## config.mk

```make
export PLATFORM = sky130hd
export DESIGN_NAME = adder_share_sched
export DESIGN_NICKNAME = d
export VERILOG_FILES = /design/src/rtl/adder_share_sched.sv
export SDC_FILE = /design/constraint.sdc
export NUM_CORES = 1
export LEC_CHECK = 0
export CORE_ASPECT_RATIO = 1.25
export CORE_UTILIZATION = 41
export CTS_BUF_LIST = sky130_fd_sc_hd__clkbuf_4 sky130_fd_sc_hd__clkbuf_8
export DETAILED_ROUTE_END_ITERATION = 8
export HOLD_SLACK_MARGIN = 0.05
export PLACE_DENSITY = 0.83
export SETUP_SLACK_MARGIN = 0.4
export SLEW_MARGIN = 10
export SYNTH_ARGS = -nofsm -noshare
export SYNTH_HDL_FRONTEND = slang
export SYNTH_SLANG_ARGS = --single-unit
export TNS_END_PERCENT = 10
```

## constraint.sdc

```tcl
create_clock -name clk -period 3.7 [get_ports clk]
set_clock_uncertainty 0.15 [all_clocks]
set_input_delay 0.555 -clock clk [delete_from_list [all_inputs] [get_ports clk]]
set_output_delay 0.555 -clock clk [all_outputs]
set_load 0.02 [all_outputs]
```

## src/rtl/adder_share_sched.sv

```systemverilog
// adder_share_sched: one registered WIDTH-bit adder shared by NREQ requesters.
// A round-robin arbiter picks one valid requester per cycle whenever the
// single-entry response slot is empty or being drained in the same cycle.
// The sum, carry and requester id are registered into that slot.
module adder_share_sched #(
  parameter int NREQ  = 4,
  parameter int WIDTH = 16,
  parameter int IDW   = 2
) (
  input  logic                    clk,
  input  logic                    rst,
  input  logic [NREQ-1:0]         req_valid,
  input  logic [NREQ*WIDTH-1:0]   req_a,
  input  logic [NREQ*WIDTH-1:0]   req_b,
  output logic [NREQ-1:0]         req_ready,
  output logic                    rsp_valid,
  input  logic                    rsp_ready,
  output logic [IDW-1:0]          rsp_id,
  output logic [WIDTH-1:0]        rsp_sum,
  output logic                    rsp_carry,
  output logic                    busy,
  output logic [15:0]             grant_cnt
);

  if (IDW != $clog2(NREQ) || NREQ < 2 || NREQ > 8) begin : g_param_chk
    $error("adder_share_sched: NREQ must be 2..8 and IDW must equal $clog2(NREQ)");
  end

  typedef enum logic {S_EMPTY = 1'b0, S_FULL = 1'b1} state_t;

  state_t             state_q, state_d;
  logic [IDW-1:0]     ptr_q, ptr_d;
  logic [15:0]        cnt_q, cnt_d;
  logic [IDW-1:0]     id_q, id_d;
  logic [WIDTH-1:0]   sum_q, sum_d;
  logic               carry_q, carry_d;

  logic               gnt_any;
  logic [IDW-1:0]     gnt_idx;
  logic               free;
  logic               grant;
  logic [WIDTH-1:0]   op_a, op_b;
  logic [WIDTH:0]     sum_full;

  // Round-robin search: iterate from the far end so the lowest offset from ptr wins.
  always_comb begin
    gnt_any = 1'b0;
    gnt_idx = '0;
    for (int k = NREQ - 1; k >= 0; k--) begin
      if (req_valid[(int'(ptr_q) + k) % NREQ]) begin
        gnt_any = 1'b1;
        gnt_idx = IDW'((int'(ptr_q) + k) % NREQ);
      end
    end
  end

  // Slot can accept when empty, or when its current result leaves this cycle.
  assign free  = (state_q == S_EMPTY) || rsp_ready;
  assign grant = free && gnt_any && !rst;

  // One-hot accept toward the winning requester only.
  always_comb begin
    req_ready = '0;
    if (grant) req_ready[gnt_idx] = 1'b1;
  end

  assign op_a     = req_a[int'(gnt_idx)*WIDTH +: WIDTH];
  assign op_b     = req_b[int'(gnt_idx)*WIDTH +: WIDTH];
  assign sum_full = {1'b0, op_a} + {1'b0, op_b};

  // Next-state: a grant refills the slot (even while draining); otherwise a drain empties it.
  always_comb begin
    state_d = state_q;
    ptr_d   = ptr_q;
    cnt_d   = cnt_q;
    id_d    = id_q;
    sum_d   = sum_q;
    carry_d = carry_q;
    if (grant) begin
      state_d = S_FULL;
      ptr_d   = (int'(gnt_idx) == NREQ - 1) ? '0 : gnt_idx + 1'b1;
      cnt_d   = cnt_q + 16'd1;
      id_d    = gnt_idx;
      sum_d   = sum_full[WIDTH-1:0];
      carry_d = sum_full[WIDTH];
    end else if (rsp_ready) begin
      state_d = S_EMPTY;
    end
  end

  // ---- stage boundary: response slot register ----
  // Slot, pointer and counter registers; reset discards any pending result.
  always_ff @(posedge clk) begin
    if (rst) begin
      state_q <= S_EMPTY;
      ptr_q   <= '0;
      cnt_q   <= '0;
      id_q    <= '0;
      sum_q   <= '0;
      carry_q <= 1'b0;
    end else begin
      state_q <= state_d;
      ptr_q   <= ptr_d;
      cnt_q   <= cnt_d;
      id_q    <= id_d;
      sum_q   <= sum_d;
      carry_q <= carry_d;
    end
  end

  assign rsp_valid = (state_q == S_FULL);
  assign busy      = rsp_valid;
  assign rsp_id    = id_q;
  assign rsp_sum   = sum_q;
  assign rsp_carry = carry_q;
  assign grant_cnt = cnt_q;

endmodule

```

Yosys cells after proc, flatten, opt, wreduce, memory -nomap -nowiden

Cells that the tools add are included.

Add/subtract/negate cells: 6
Order comparisons: 6
Equality and inequality tests: 1
Shift operators: 2
Muxes and demuxes: 25
Bitwise gates (word level): 4
Reductions and logical operators: 9

Operators with widths:

| cell                                                               | count |
|---|---|
| indexed part select 64 x 7 -> 16 bit                               | 2 |
| adder 16 x 16 -> 17 bit                                            | 1 |
| adder 16 x 1 -> 16 bit (second input constant)                     | 1 |
| two-way mux 1 bit                                                  | 14 |
| less-than comparator 3 x 4 -> 1 bit (second input constant)        | 3 |
| two-way mux 2 bit                                                  | 5 |
| binary-select mux 1 bit (select 2 bit)                             | 4 |
| less-than comparator 2 x 3 -> 1 bit (second input constant)        | 2 |
| OR reduction 2 bit                                                 | 3 |
| adder 2 x 1 -> 2 bit (second input constant)                       | 2 |
| adder 2 bit (second input constant)                                | 2 |
| two-way mux 4 bit                                                  | 1 |
| bitwise AND 1 bit (first input constant)                           | 3 |
| logical AND 1 bit                                                  | 3 |
| demux 1 bit (select 2 bit)                                         | 1 |
| equality test 2 x 1 -> 1 bit (second input constant)               | 1 |
| greater-or-equal comparator 2 x 1 -> 1 bit (second input constant) | 1 |
| nonzero test 2 bit                                                 | 1 |
| logical NOT 1 bit                                                  | 1 |
| logical OR 1 bit                                                   | 1 |
| NOT 1 bit                                                          | 1 |

Register bits: 38
Bits of input ports: 135
Output and inout bits: 41
Logic and storage cells: 59

Longest topological paths before layout

Word-level depth: 15
Depth in mapped cells: 17
Mapped depth without buffers: 15

Worst setup path after synthesis

OpenSTA, ideal clock, no wires.

Path kind: input-to-reg
Start: input req_valid[2]
End: register sum_q[14] (netlist: rsp_sum[14])
Library setup time: 0.062 ns
Data arrival time: 3.259 ns
Required time: 3.488 ns
Setup slack: 0.229 ns
Cell stages on the path: 16
Buffers on the path: 3
Path through: mux2i_1 > nor2_1 > or3_1 > buf_2 > buf_2 > clkbuf_1 > nand2_1 > a31oi_1 > ha_1 > fa_1 > a21oi_1 > o211ai_1 > nand4_1 > nand3_1 > or3_1 > nand3_1

Cells in the longest elaborated chain, start to end: 9
Elaborated cells between the ends (all ways): 24
Those cells by class: add/sub: 1; shift: 2; mux: 19; reduce/logical: 2

Ends and longest elaborated chain:

| what                                                                 | RTL line | text |
|---|---|---|
| start: declaration                                                   | 12       | `input logic [NREQ-1:0] req_valid,` |
| binary-select mux 1 bit (select 2 bit)                               | 50       | `if (req_valid[(int'(ptr_q) + k) % NREQ]) begin` |
| two-way mux 1 bit (implied by the code) (2 in series)                | 50       |  |
| two-way mux 2 bit or two-way mux 1 bit (tied branches) (4 in series) | 50       |  |
| indexed part select 64 x 7 -> 16 bit, or another cell as far along   | 67       | `assign op_a = req_a[int'(gnt_idx)*WIDTH +: WIDTH];` |
| adder 16 x 16 -> 17 bit or logical AND 1 bit (tied branches)         | 69, 59   |  |
| end signal: assignment                                               | 106      | `sum_q <= sum_d;` |
| end: declaration                                                     | 35       | `logic [WIDTH-1:0] sum_q, sum_d;` |

Several ways; a longest one is shown, not always the timed one. The select of a mux whose other input is x is not followed.
A chain may end at the register's enable or synchronous reset.

Final worst setup path

Start: register ptr_q[1]
End: register sum_q[8] (netlist: rsp_sum[8])

Cells in the longest elaborated chain, start to end: 10
Elaborated cells between the ends (all ways): 27
Those cells by class: add/sub: 4; shift: 2; mux: 19; reduce/logical: 2

Ends and longest elaborated chain:

| what                                                                 | RTL line | text |
|---|---|---|
| start: declaration                                                   | 32       | `logic [IDW-1:0] ptr_q, ptr_d;` |
| start signal: assignment                                             | 103      | `ptr_q <= ptr_d;` |
| adder 2 bit                                                          | 50, 52   |  |
| binary-select mux 1 bit (select 2 bit)                               | 50       |  |
| two-way mux 1 bit (implied by the code) (2 in series)                | 50       |  |
| two-way mux 2 bit or two-way mux 1 bit (tied branches) (4 in series) | 50       |  |
| indexed part select 64 x 7 -> 16 bit, or another cell as far along   | 67       |  |
| adder 16 x 16 -> 17 bit or logical AND 1 bit (tied branches)         | 69, 59   |  |

Several ways; a longest one is shown, not always the timed one. The select of a mux whose other input is x is not followed.

==> flow_summary.json <==
{
  "status": "finished clean",
  "final_hold_viol_count": 0,
  "first_pass_iters": 5,
  "antennaDiodeCount": 0,
  "dieArea_um2": 8420,
  "antenna_found_initial": 0,
  "syn_inst": 497,
  "ys_types": 42,
  "hpwl_um": 9660,
  "synth_top_area_share_pct": 23.0,
  "clkTransAtPathRegs_ns": 0.08,
  "grt_pass1_wl_um": 19200,
  "ys_seq_area_share_pct": 23.0,
  "synth_edf_count": 0,
  "fin_util_pct": 76.9,
  "max_slew_margin_pct": 36.6,
  "post-route-cell-area_um2": 5990,
  "place_area_um2": 5500,
  "via_per_inst": 5.48,
  "rsz0062_at_grt": "yes",
  "grt.overflow.total": 0,
  "cts_sinks": 38,
  "core-area_um2": 7790,
  "fmax_ghz": 0.296,
  "track_usage_pct": 29.4,
  "worst_ep_arrival_time_ns": 3.41,
  "startpoint_type": "flop",
  "grt_pass1_vias": 4240,
  "use_met1_pct": 33.5,
  "hold_class": "reg2reg",
  "yosysTopAreaCell": "dfxtp_1",
  "synth_seq_cells": 38,
  "numCtsBuffers": 5,
  "met3_usage_pct": 5.71,
  "ff_latch_area_um2": 762,
  "multi_input_area_um2": 2510,
  "worstSetupPathType": "reg2reg",
  "clock_latency_ns": 0.29,
  "finalSetupViolations": 0,
  "grt_max_degree": 31,
  "vdd_drop_max_mv": 0.507,
  "gp_congestion": 0.926,
  "clockBufferDepth": 2,
  "required_ns": 3.73,
  "endpoint_kind": "flop",
  "whs_ns": 0.309,
  "p_per_area_nw_per_um2": 543,
  "io_pins": 176,
  "drtIter0Drc": 309,
  "n_fill_cell": 566,
  "synthFlopType": "dfxtp_1",
  "top_usage_layer": "met2",
  "worst_slack_ns": 0.324,
  "cap_violations": 0,
  "ant_nets": 0,
  "wirelength_um": 12600,
  "start_util_pct": 42.4,
  "met2_usage_pct": 53.3,
  "htree_levels": 2,
  "cp_max_fo": 6,
  "tightest_slew_ns": 0.943,
  "wl_per_cell_um": 15.4,
  "synth.most_common_cell": "nand2_1",
  "drc": 0,
  "ctsHoldBuffers": 0,
  "cts_root_buf": "clkbuf_8",
  "cts_tree": "built",
  "post-route-period-util_pct": 91.3,
  "place_ws_ns": -0.486,
  "drive_gt1_share_pct": 16.7,
  "netlist_area_um2": 3300,
  "p_total_mw": 3.25,
  "port-buffer-count": 175,
  "fin_crit_ns": 3.38,
  "vias": 4480,
  "nNetsFinal": 879,
  "async_flop_share_pct": 0,
  "yosysWarningCount": 0,
  "ys_top_cells_by_count": "153 x nand2_1, 40 x and3_1, 38 x dfxtp_1, 34 x a31oi_1, 28 x nand3_1",
  "die_height_um": 102,
  "syn_nets": 654,
  "slew_violations": 0,
  "die_w_um": 82.3,
  "netlist_top_cells_area": "dfxtp_1 23%, nand2_1 17%, ha_1 8.0%, and3_1 7.6%, a31oi_1 6.4%",
  "power_leakage_nw": 2.61,
  "avgSynthCellArea_um2": 6.64,
  "rows": 36,
  "syn2layout_area_growth_pct": 81.5
}
-- state kept, by name (all words and copies together) (netlist names) --
name	cells
grant_cnt	16
rsp_sum	16
ptr_q	2
rsp_id	2
busy	1
rsp_carry	1
-- worst paths after layout --
check	from	end	slack, ns	cells past startpoint
worst max-delay path	ptr_q[1]	rsp_sum[8]	0.32	15
worst min-delay path	rsp_sum[1]	rsp_sum[1]	0.31	2
worst max register to register	ptr_q[1]	rsp_sum[8]	0.32	15
worst min register to register	rsp_sum[1]	rsp_sum[1]	0.31	2
-- through the flow --
stage | cells | TNS (ns)
2_1_floorplan | 497 | 0
3_3_place_gp | 796 | -3.95
3_5_place_dp | 796 | -4.65
4_1_cts | 808 | 0
5_1_grt | 818 | 0
6_report | 818 | 0
-- cell type report --
class	instances	area share [%]
inverter	10	0.836
sequential	38	12.7
clock inverter	3	1.15
timing repair buffer	249	40.1
timing repair inverter	1	0.146
multi-input combinational	417	41.9
tap	95	1.98
clock buffer	5	1.15
-- logic make-up after synthesis --
logic type      after synthesis  share of synthesized area [%]
fa+ha+maj                    22                           8.57
simple gates                276                           38.2
mux                           2                          0.607
buf+inv                      42                           6.14
compound gates               91                           16.5
flops                        38                           23.0
xor+xnor                     26                           6.90
-- what timing repair did --
item,in CTS,in global routing
cloned,2,3
endpoints found under the setup margin,19,18
setup buffers,2,7
resized for setup,33,34
pin swaps,10,29
-- worst max-delay path, cell delays in order, from the launching register on --
cell and delay [ns]:
dfxtp_2 0.37, mux2i_1 0.19, nor2_1 0.07, or3_4 0.49, buf_8 0.19, nand2_2 0.04, and3_4 0.17, a31oi_2 0.04
ha_2 0.21, fa_2 0.36, a21oi_2 0.18, o211ai_1 0.16, a31oi_1 0.27, buf_4 0.16, xor2_1 0.12, o21ai_0 0.08
-- where the power goes --
part	switching [mW]	internal, mW
Sequential	0.0566	0.498
Clock	0.157	0.270
Combinational	1.10	1.18
-- placed cells by master, fill, tap and decap left out, drive strengths merged, types with 2 or more instances in the layout --
cell type / netlist / layout
o21a: 3 / 3
clkbuf: 14 / 9
a21oi: 20 / 20
nand2: 153 / 153
dfxtp: 38 / 38
and3: 40 / 40
and4: 3 / 3
nor4: 2 / 2
buf: 18 / 73
xor2: 17 / 17
a211oi: 2 / 2
mux2i: 2 / 2
and2: 4 / 4
nor3: 6 / 6
nor2b: 4 / 4
nor3b: 3 / 3
ha: 21 / 21
clkinv: 1 / 2
o21ai: 21 / 21
nand3: 28 / 28
inv: 9 / 10
nand4: 5 / 5
a31oi: 34 / 34
nor2: 23 / 23
dlygate4sd2: 0 / 4
o211ai: 3 / 3
xnor2: 9 / 9
bufinv: 0 / 2
clkdlybuf4s50: 0 / 167
or3: 3 / 3
-- metal layers --
metal / routed length [µm] / share of wire, %
met1: 4950 / 39
met2: 6490 / 52
met3: 910 / 7.2
met4: 230 / 1.8
met5: 0 / 0
Note: power is estimated with default switching activity, not from simulation.
